`config.mk`:
```
export PLATFORM = sky130hd
export DESIGN_NAME = uart8_tx
export DESIGN_NICKNAME = d
export VERILOG_FILES = /design/src/rtl/uart_defs_pkg.sv /design/src/rtl/baud_tick_gen.sv /design/src/rtl/uart8_tx.sv
export SDC_FILE = /design/constraint.sdc
export NUM_CORES = 1
export LEC_CHECK = 0
export CAP_MARGIN = 25
export CORE_MARGIN = 5
export CORE_UTILIZATION = 50
export CTS_CLUSTER_SIZE = 10
export DETAILED_ROUTE_END_ITERATION = 12
export PLACE_DENSITY = 0.82
export RECOVER_POWER = 50
export SLEW_MARGIN = 10
export SYNTH_ARGS = -nofsm -noshare
export SYNTH_HDL_FRONTEND = slang
export SYNTH_SLANG_ARGS = --single-unit
export TNS_END_PERCENT = 30
```
`constraint.sdc`:
```
create_clock -name clk -period 1.9 [get_ports clk]
set_input_delay 0.285 -clock clk [delete_from_list [all_inputs] [get_ports clk]]
set_output_delay 0.285 -clock clk [all_outputs]
set_load 0.01 [all_outputs]
```
`src/rtl/uart_defs_pkg.sv`:
```
// UART shared definitions: state encoding, frame width
// and the clocks-per-bit helper used by tx and rx sides.
package uart_defs;

  typedef enum logic [1:0] {
    IDLE  = 2'd0,
    START = 2'd1,
    DATA  = 2'd2,
    STOP  = 2'd3
  } uartState_t;

  localparam int DATA_BITS = 8;

  function automatic int clksPerBit(
    input int clockRate,
    input int baudRate
  );
    return clockRate / baudRate;
  endfunction

endpackage

```
`src/rtl/baud_tick_gen.sv`:
```
// Bit-period counter: one-cycle tick every CLKS_PER_BIT
// cycles, restartable so the bit phase aligns to accept.
module baud_tick_gen #(
  parameter int CLKS_PER_BIT = 1250
) (
  input  logic clk,
  input  logic rstn,
  input  logic clear,
  output logic tick
);

  localparam int CW =
    (CLKS_PER_BIT > 1) ? $clog2(CLKS_PER_BIT) : 1;
  localparam logic [CW-1:0] LAST =
    CW'(CLKS_PER_BIT - 1);

  logic [CW-1:0] cnt;

  // count 0..CLKS_PER_BIT-1, wrap, restart on clear
  always_ff @(posedge clk) begin
    if (!rstn || clear) begin
      cnt <= '0;
    end else if (cnt == LAST) begin
      cnt <= '0;
    end else begin
      cnt <= cnt + CW'(1);
    end
  end

  assign tick = (cnt == LAST);

endmodule

```
`src/rtl/uart8_tx.sv`:
```
// 8N1 UART transmitter: start bit, 8 data bits LSB first,
// one stop bit; all outputs registered.
module uart8_tx
  import uart_defs::*;
#(
  parameter int CLOCK_RATE = 12000000,
  parameter int BAUD_RATE  = 9600
) (
  input  logic       clk,
  input  logic       rstn,
  input  logic       txEn,
  input  logic       txStart,
  input  logic [7:0] in,
  output logic       tx,
  output logic       txBusy,
  output logic       txDone
);

  localparam int CLKS_PER_BIT =
    clksPerBit(CLOCK_RATE, BAUD_RATE);
  localparam logic [2:0] LAST_BIT =
    3'(DATA_BITS - 1);

  if (CLKS_PER_BIT < 2) begin : gBadRate
    $error("uart8_tx: CLKS_PER_BIT must be >= 2");
  end

  uartState_t state;
  uartState_t nextState;
  logic [7:0] shreg;
  logic [7:0] shregNext;
  logic [2:0] bitIdx;
  logic [2:0] bitIdxNext;
  logic       accept;
  logic       tick;
  logic       txNext;
  logic       busyNext;
  logic       doneNext;

  assign accept = (state == IDLE) && txEn && txStart;

  baud_tick_gen #(
    .CLKS_PER_BIT(CLKS_PER_BIT)
  ) uTick (
    .clk  (clk),
    .rstn (rstn),
    .clear(accept),
    .tick (tick)
  );

  // state register
  always_ff @(posedge clk) begin
    if (!rstn) begin
      state <= IDLE;
    end else begin
      state <= nextState;
    end
  end

  // next-state: each non-idle state lasts whole bit periods
  always_comb begin
    nextState = state;
    unique case (state)
      IDLE:  if (accept) nextState = START;
      START: if (tick) nextState = DATA;
      DATA:
        if (tick && bitIdx == LAST_BIT)
          nextState = STOP;
      STOP:  if (tick) nextState = IDLE;
      default: nextState = IDLE;
    endcase
  end

  // shifter: load on accept, shift between data bits
  always_comb begin
    shregNext  = shreg;
    bitIdxNext = bitIdx;
    if (accept) begin
      shregNext  = in;
      bitIdxNext = '0;
    end else if (state == DATA && tick &&
                 bitIdx != LAST_BIT) begin
      shregNext  = {1'b0, shreg[7:1]};
      bitIdxNext = bitIdx + 3'd1;
    end
  end

  // shift register and bit index
  always_ff @(posedge clk) begin
    if (!rstn) begin
      shreg  <= '0;
      bitIdx <= '0;
    end else begin
      shreg  <= shregNext;
      bitIdx <= bitIdxNext;
    end
  end

  // output decode from the state being entered
  always_comb begin
    txNext   = 1'b1;
    busyNext = (nextState != IDLE);
    doneNext = (state == STOP) && tick;
    unique case (nextState)
      START:   txNext = 1'b0;
      DATA:    txNext = shregNext[0];
      default: txNext = 1'b1;
    endcase
  end

  // registered outputs
  always_ff @(posedge clk) begin
    if (!rstn) begin
      tx     <= 1'b1;
      txBusy <= 1'b0;
      txDone <= 1'b0;
    end else begin
      tx     <= txNext;
      txBusy <= busyNext;
      txDone <= doneNext;
    end
  end

endmodule
```
==> results.json, run 1 <==
{
  "instances_no_fill": 169,
  "h-tree-depth": 1,
  "num-fill-cells": 208,
  "synth_edf_count": 0,
  "viasPerCell": 5.33,
  "worst_slack_ns": 0.143,
  "synth_top_cell_by_area": "dfxtp_1",
  "min_period_ns": 1.76,
  "relSlewSlack": 0.706,
  "multiInputGateArea_um2": 656,
  "grt_pass1_wl_um": 3680,
  "cts_tree": "yes",
  "post-place-cells": 165,
  "hp-class": "reg2reg",
  "syn-cell-area_mm2": 0.00123,
  "postCtsHoldBufs": 0,
  "drc_errors": 0,
  "cap_violations": 0,
  "die_w_um": 59.6,
  "drt-pass1-iter-count": 4,
  "synthXorXnorAreaFrac": 0.0783,
  "grt_pass1_vias": 913,
  "ir_drop_mv": 0.582,
  "synth_compound_gate_area_share": 0.0773,
  "seq_area_frac_synth": 0.439,
  "routabilityCongestion": 0.789,
  "holdCritStartpoint": "shreg[7]",
  "ff_latch_area_um2": 541,
  "postSynth.asyncResetShare": 0,
  "cts.sinks": 27,
  "cts_setup_buffers": 0,
  "wl_um": 2090,
  "place_ws_ns": 0.147,
  "worst-path-max-fanout": 4,
  "syn_nets": 140,
  "synth_adder_area_share": 0.0407,
  "fin_crit_sh": 0.925,
  "timing.fmax_ghz": 0.569,
  "core_area_mm2": 0.00241,
  "postRouteAntennaNets": 0,
  "routedWlPerCell_um": 12.4,
  "muxShareOfSynthArea": 0.0895,
  "worst_slew_pin_slew_ns": 0.439,
  "ys.flop_type": "dfxtp_1",
  "slew_viol_final": 0,
  "status": "finished clean",
  "synth_top_area_frac": 0.439,
  "holdPathEnd": "shreg[7]",
  "ys_types": 29,
  "total_power_uw": 946,
  "syn_to_final_growth_pct": 16.0,
  "hpwl_um": 1630,
  "cts_root_buffer": "clkbuf_4",
  "dpl_cell_area_mm2": 0.00140,
  "globalRouteOverflowTotal": 0,
  "drt_iter0_drc": 17,
  "io_pins": 15,
  "path_clk_slew_ns": 0.14,
  "worst_setup_path_end_kind": "flip-flop",
  "clk-insertion-delay-late_ns": 0.32,
  "num_antenna_cells": 0,
  "syn_inst": 124,
  "power_leakage_uw": 0.000668,
  "holdPathStages": 2,
  "synth_most_common_cell": "dfxtp_1",
  "ys.warnings.count": 0,
  "ff2ff_setup_slack_ns": 0.14,
  "grt_max_degree": 15,
  "yosys.area_share.simple": 0.247,
  "synthTopCellsByArea": "dfxtp_1 44%, mux2i_1 9.0%, nor2_1 5.2%",
  "reg2reg_to": "tx",
  "post_synth.cell_area_avg_um2": 9.92,
  "num_rows": 18,
  "die_y_um": 59.6,
  "dieArea_mm2": 0.00355,
  "track_usage": 0.133,
  "ys_top_cells_by_count": "27 x dfxtp_1, 17 x nor2_1, 11 x mux2i_1",
  "fin_skew_ns": 0.00143,
  "layout-drive-gt1-share": 0.0719,
  "crit_type": "reg2reg",
  "cp.required_ns": 2.12,
  "numCtsBuffers": 3,
  "startpoint_type": "flip-flop",
  "worstReg2RegStart": "uTick.cnt[1]",
  "rr_worst_depth": 7,
  "synth_seq_cells": 27,
  "tns_ns": 0,
  "cp_data_arrival_time_ns": 1.98,
  "power.density_mw_per_mm2": 663,
  "antenna_found_initial": 0,
  "clk_path_buf_depth": 2,
  "final_nets": 156,
  "rsz0062_at_grt": "no",
  "cts_resized": 0,
  "synth_top_family_by_area": "simple AND/OR/NAND/NOR gates",
  "vias": 901,
  "setup_viol_count_final": 0,
  "initial_core_util": 0.510,
  "port_buffers": 14,
  "finalHoldViolCount": 0,
  "fin_area_mm2": 0.00143
}
[layer usage]
layer	part of all wire	global-route usage
met1	0.46	0.155
met4	0.013	0.0380
met3	0.022	0.0261
met5	0	0
met2	0.51	0.243
[cell usage in the layout, fill, tap and decap left out, types with 3 or more instances in the layout]
master / n
clkdlybuf4s50_1: 11
xnor2_1: 4
o211a_1: 6
ha_1: 4
nand4_1: 4
nand3_1: 8
and2_1: 3
dlygate4sd3_1: 3
nor2_1: 17
nand2_1: 10
buf_4: 3
mux2i_1: 11
clkbuf_4: 3
dfxtp_1: 27
xor2_1: 7
[stage by stage]
step | util | hold slack (ns)
global placement | 0.581 | 0.468
floorplan | - | 0.413
detailed placement | 0.581 | 0.485
finish | 0.592 | 0.510
global route | 0.592 | 0.543
CTS | 0.592 | 0.511
[registers in the layout (all words and copies together) (netlist names)]
signal / cells
state: 2
tx: 1
bitIdx: 3
uTick.cnt: 11
shreg: 8
txBusy: 1
txDone: 1
[cells by family (layout without fill, tap and decap cells)]
kind of cell,Yosys count,after routing
flops,27,27
buf+inv,7,22
compound gates,10,10
mux,11,11
fa+ha+maj,4,4
simple gates,54,54
xor+xnor,11,11
[worst max path at each step]
stage	startpoint	endpoint	slack, ns	depth (start not counted)
6_report	uTick.cnt[1]	tx	0.14	7
5_1_grt	uTick.cnt[1]	tx	0.02	7
4_1_cts	uTick.cnt[1]	tx	0.13	7
3_5_place_dp	uTick.cnt[1]	tx	0.15	7
3_3_place_gp	bitIdx[0]	tx	0.19	8
2_1_floorplan	uTick.cnt[1]	tx	0.26	7
[area by class of cell]
class,instances,area share
Sequential cell,27,0.379
Multi-Input combinational cell,90,0.460
Tap cell,30,0.0263
Clock buffer,4,0.0184
Timing Repair Buffer,17,0.114
Inverter,1,0.00263
[worst max-delay path, stage by stage (launching register included)]
cell and delay (ns):
dfxtp_1 0.40, inv_1 0.06, ha_1 0.16, and4bb_1 0.24, and4b_1 0.22, a221oi_2 0.30
nor3b_2 0.22, o21ai_1 0.07
[power by group]
| group | internal (uW) | leakage, uW | total, uW | switching [uW] |
|---|---|---|---|---|
| registers | 587 | 0.000220 | 603 | 15.4 |
| logic | 56.0 | 0.000434 | 98.0 | 42.0 |
| clock network | 82.1 | 0.0000150 | 245 | 163 |
No activity file was read; power rests on OpenSTA's default activity.
==> inputs of run 2 (changes only) <==
SKIP_CTS_REPAIR_TIMING = 1   (was default)
==> results of run 2 <==
Final layout, timing and power as in run 1 (identical DEF).
==> inputs of run 3 (changes only) <==
CORE_MARGIN = 3   (was 5)
==> run 3 against run 2 <==
Effect of this change: core utilization up 3.8 points; via count is 1.2% lower; clock-buffer cell count is 1 lower; first-iteration DRC count decreased by 76%; cell area is 0.44% higher.
==> results.json, run 3 (same netlist as run 1, synthesis figures left out) <==
{
  "path_cells": "inv_1 > ha_1 > and4bb_1 > and4b_1 > a221oi_2 > nor3b_2 > o21ai_1",
  "slew_viol_final": 0,
  "cts.sinks": 27,
  "io_pins": 15,
  "initial_core_util": 0.540,
  "total_power_uw": 943,
  "place_ws_ns": 0.153,
  "viasPerCell": 5.30,
  "slowest_stage": "dfxtp_1",
  "num_rows": 17,
  "cp_data_arrival_time_ns": 1.99,
  "antenna_found_initial": 0,
  "wl_um": 2020,
  "num_antenna_cells": 0,
  "worst_slack_ns": 0.142,
  "clk_path_buf_depth": 2,
  "drt_iter0_drc": 4,
  "die_y_um": 55.6,
  "relSlewSlack": 0.715,
  "top_layer": "met4",
  "hp-class": "reg2reg",
  "wl_met3_um": 48,
  "timing.fmax_ghz": 0.569,
  "rsz0062_at_grt": "no",
  "cap_violations": 0,
  "drt-pass1-iter-count": 3,
  "syn_to_final_growth_pct": 16.5,
  "track_usage": 0.147,
  "dieArea_mm2": 0.00309,
  "finalHoldViolCount": 0,
  "cts_root_buffer": "clkbuf_4",
  "cp.required_ns": 2.13,
  "layout_common_cells": "27 x dfxtp_1, 17 x nor2_1, 11 x mux2i_1, 11 x clkdlybuf4s50_1, 10 x nand2_1",
  "crit_type": "reg2reg",
  "startpoint_type": "flip-flop",
  "status": "finished clean",
  "grt_pass1_vias": 890,
  "wl_met1_um": 951,
  "worst_setup_path_end_kind": "flip-flop",
  "rr_worst_depth": 7,
  "vias": 890,
  "regMostFlops": "uTick.cnt",
  "hpwl_um": 1560,
  "worst-path-max-fanout": 4,
  "grt_pass1_wl_um": 3660,
  "core_area_mm2": 0.00228,
  "top_regs": "uTick.cnt: 11 flops, shreg: 8 flops, bitIdx: 3 flops",
  "max_stage_delay_ns": 0.40,
  "layout_commonest_cell": "dfxtp_1",
  "holdPathStages": 1,
  "die_w_um": 55.6,
  "largest_reg_flops": 11,
  "fin_area_mm2": 0.00143,
  "fin_crit_sh": 0.925,
  "worst_slew_pin_slew_ns": 0.426,
  "timing.hold.ws_ns": 0.512,
  "postRouteAntennaNets": 0,
  "dpl_cell_area_mm2": 0.00141,
  "port_buffers": 14,
  "clk-insertion-delay-late_ns": 0.32,
  "min_period_ns": 1.76,
  "ir_drop_mv": 0.443,
  "globalRouteOverflowTotal": 0,
  "drc_errors": 0,
  "routedWlPerCell_um": 12.0,
  "routabilityCongestion": 0.735,
  "wl_met2_um": 972,
  "h-tree-depth": 1,
  "power.density_mw_per_mm2": 658,
  "final_nets": 157,
  "grt_max_degree": 16,
  "setup_viol_count_final": 0,
  "fin_skew_ns": 0.00699,
  "layout-drive-gt1-share": 0.0857,
  "cts_tree": "yes",
  "path_clk_slew_ns": 0.14,
  "tns_ns": 0,
  "power_leakage_uw": 0.000675,
  "numCtsBuffers": 3
}
run 3: cell count changes in the layout (fill, tap and decap cells not counted):
cell      change
clkbuf_1      -1
buf_4         +1
clkinv_2      +1
run 3: critical path: cells and delay by family (launching register included):
family	cells	cell delay, ns
and+or+nand+nor	3	0.67
DFF	1	0.40
AOI/OAI and AO/OA	2	0.36
adders and majority gates	1	0.16
buffers and inverters	1	0.06
run 3: power breakdown:
part	switching [uW]	internal, uW
clock network	164	79.0
logic	41.4	55.8
registers	15.3	587
total	221	722
run 3: per-stage QoR:
step	util	cells
after CTS	0.629	168
after detailed placement	0.617	164
after floorplan	-	124
final	0.629	168
after global routing	0.629	168
after global placement	0.617	164
run 3: final timing paths:
check	startpoint	endpoint	slack (ns)
worst max-delay path	uTick.cnt[1]	tx	0.14
worst max register to register	uTick.cnt[1]	tx	0.14
worst min register to register	uTick.cnt[0]	uTick.cnt[0]	0.51
worst min-delay path	uTick.cnt[0]	uTick.cnt[0]	0.51
run 3: layer usage:
layer / up-vias / track usage
li1: 462 / -
met1: 414 / 0.178
met2: 9 / 0.247
met3: 5 / 0.0278
met4: 0 / 0.0729
met5: - / 0
run 3: layout make-up:
type	instances	area, um^2
flip-flops and latches	27	541
repair buffers	18	170
clock inverters	1	5.00
well taps	28	35.0
inverters	1	3.75
multi-input cells	90	656
clock buffers	3	22.5
fillers	215	843
==> variant (config.mk and constraints of run 2) <==
Remove the register `txDone`: a continuous assignment takes its place, so the output `txDone` follows one clock earlier.
--- a/src/rtl/uart8_tx.sv
+++ b/src/rtl/uart8_tx.sv
@@ -113,12 +113,12 @@
     if (!rstn) begin
       tx     <= 1'b1;
       txBusy <= 1'b0;
-      txDone <= 1'b0;
     end else begin
       tx     <= txNext;
       txBusy <= busyNext;
-      txDone <= doneNext;
     end
   end
 
+  assign txDone = doneNext;
+
 endmodule
Behaviour: no difference found for any inputs over 10 cycles, from zero or initial values and one cycle with rstn low; that may be too few to reach the edited logic, so the function may still have changed.
==> variant against run 2 <==
- the run now ends with setup timing left
- sequential share of layout area fell by 3.3 points
- critical path type unchanged
- die area decreased by 4.1%
- sequential power down 4.6%
- power decreased by 3.5%
- cell area is 6.1% higher
- wire length rose by 17%
- setup slack worse by 0.41 ns
- maximum frequency shrank 19%
- sequential cell count decreased by 1
- area after synthesis is 4.9% lower
- clock skew grew 0.0040 ns
- final cell count up 8.3%
==> variant: results (changes against run 2) <==
stage,metric,value,unit,change
run_status,outcome,"complete, but fails checks",,was completed
run_status,failed_checks,setup timing,,
worst_setup_path,cp.arrival,2.39,ns,was 1.98 ns
layout,final-clk-cell-share,1.49,%,was 1.84%
layout,area_growth,29.4,%,was 16.0%
global_routing,grt_pass1_wl,4.33,mm,was 3.68 mm
global_routing,grt_overflow,0,,unchanged
die,rows,17,,was 18
cts,cts.sinks,26,,was 27
worst_setup_path,cpPeakStageDelay,0.61,ns,was 0.40 ns
layout,n_all_inverters,4,,was 1
worst_setup_path,crit_path_max_fanout,11,,was 4
layout,top_regs,"uTick.cnt: 11 flops, shreg: 8 flops, bitIdx: 3 flops",,unchanged
place,dp_hpwl,1.88,mm,was 1.63 mm
place,place.gp.congestion,0.791,,was 0.789
layout,multi_input_comb_area,656,µm²,unchanged
layout,buf_share,17.4,%,was 11.4%
layout,buffers,30,,was 17
global_routing,grt_pass1_vias,1002,,was 913
sta,slew-limit-headroom,75.5,%,was 70.6%
global_routing,grt_use_total,16.2,%,was 13.3%
sta,clock_skew,0.00546,ns,was 0.00143 ns
synth,seq_area_frac_synth,44.5,%,was 43.9%
sta,setup_slack,-0.270,ns,was 0.143 ns
route,wl_per_cell,13.3,µm,was 12.4 µm
synth,synth.distinct_cells,32,,was 29
layout,drive_gt1_share,20.0,%,was 7.19%
route,vias_per_cell,5.31,,was 5.33
route,drtIter0Drc,29,,was 17
synth,ys_top_cells_by_area,"dfxtp_1, mux2i_1, nor2_1, xor2_1, ha_1",,"was dfxtp_1, mux2i_1, nor2_1, xor2_1, o211a_1"
layout,seq_area,523,µm²,was 541 µm²
synth,syn_nets,142,,was 140
place,pre_cts_slack,-0.240,ns,was 0.147 ns
place,placed_area,1470,µm²,was 1400 µm²
power_and_ir_drop,leakage,0.661,nW,was 0.668 nW
sta,setup_viol,13,,was 0
layout,nFillCells,180,,was 208
layout,clkbuf_count,3,,was 4
layout,nets,173,,was 156
synth,netlist_top_cells_count,"nor2_1, dfxtp_1, mux2i_1",,"was dfxtp_1, nor2_1, mux2i_1"
worst_setup_path,slowest_stage,or4_4,,was dfxtp_1
layout,multi_input_gates,92,,was 90
variant: cell types whose count changed after synthesis, sizes merged, moves of 2 or more:
| cell | run 2 | this run |
|---|---|---|
| inv | 1 | 3 |
| a21oi | 0 | 2 |
| nor3b | 2 | 0 |
| o211a | 6 | 0 |
| nand2 | 10 | 6 |
| nand4 | 4 | 1 |
| clkbuf | 2 | 0 |
| a211oi | 0 | 6 |
| nor2 | 17 | 27 |
| nor2b | 2 | 0 |
| nand3 | 9 | 5 |
| a21boi | 2 | 0 |
variant: per-layer routing:
layer | part of all wire, % | global-route usage (%)
met4 | 1.4 | 6.62
met1 | 45 | 18.9
met5 | 0 | 0
met2 | 51 | 29.2
met3 | 2.5 | 2.63
variant: report_power, final:
part / total [mW] / internal (mW) / switching (mW)
Combinational: 0.111 / 0.0590 / 0.0521
Sequential: 0.575 / 0.566 / 0.00907
Clock: 0.227 / 0.0743 / 0.153
Total: 0.913 / 0.699 / 0.214
variant: final timing paths:
| kind | end | cells past startpoint | slack (ns) | startpoint |
|---|---|---|---|---|
| worst max-delay path | tx | 7 | -0.27 | bitIdx[1] |
| worst min register to register | shreg[7] | 2 | 0.54 | shreg[7] |
| worst min-delay path | shreg[7] | 2 | 0.54 | shreg[7] |
| worst max register to register | tx | 7 | -0.27 | bitIdx[1] |
variant: metrics by stage:
stage | TNS [ns] | instances
finish | -2.02 | 183
global route | -3.17 | 183
CTS | -2.59 | 183
detailed placement | -1.85 | 180
global placement | -1.19 | 180
floorplan | -0.723 | 126
variant: cells by family after synthesis:
kind of cell	Yosys count	share of synthesized area, %
multiplexers	11	9.41
AND/OR/NAND/NOR	52	22.1
XOR/XNOR	11	8.24
flip-flops	26	44.5
buffers and inverters	8	3.42
AO/OA/AOI/OAI	14	8.02
adder cells (fa/ha/maj)	4	4.28
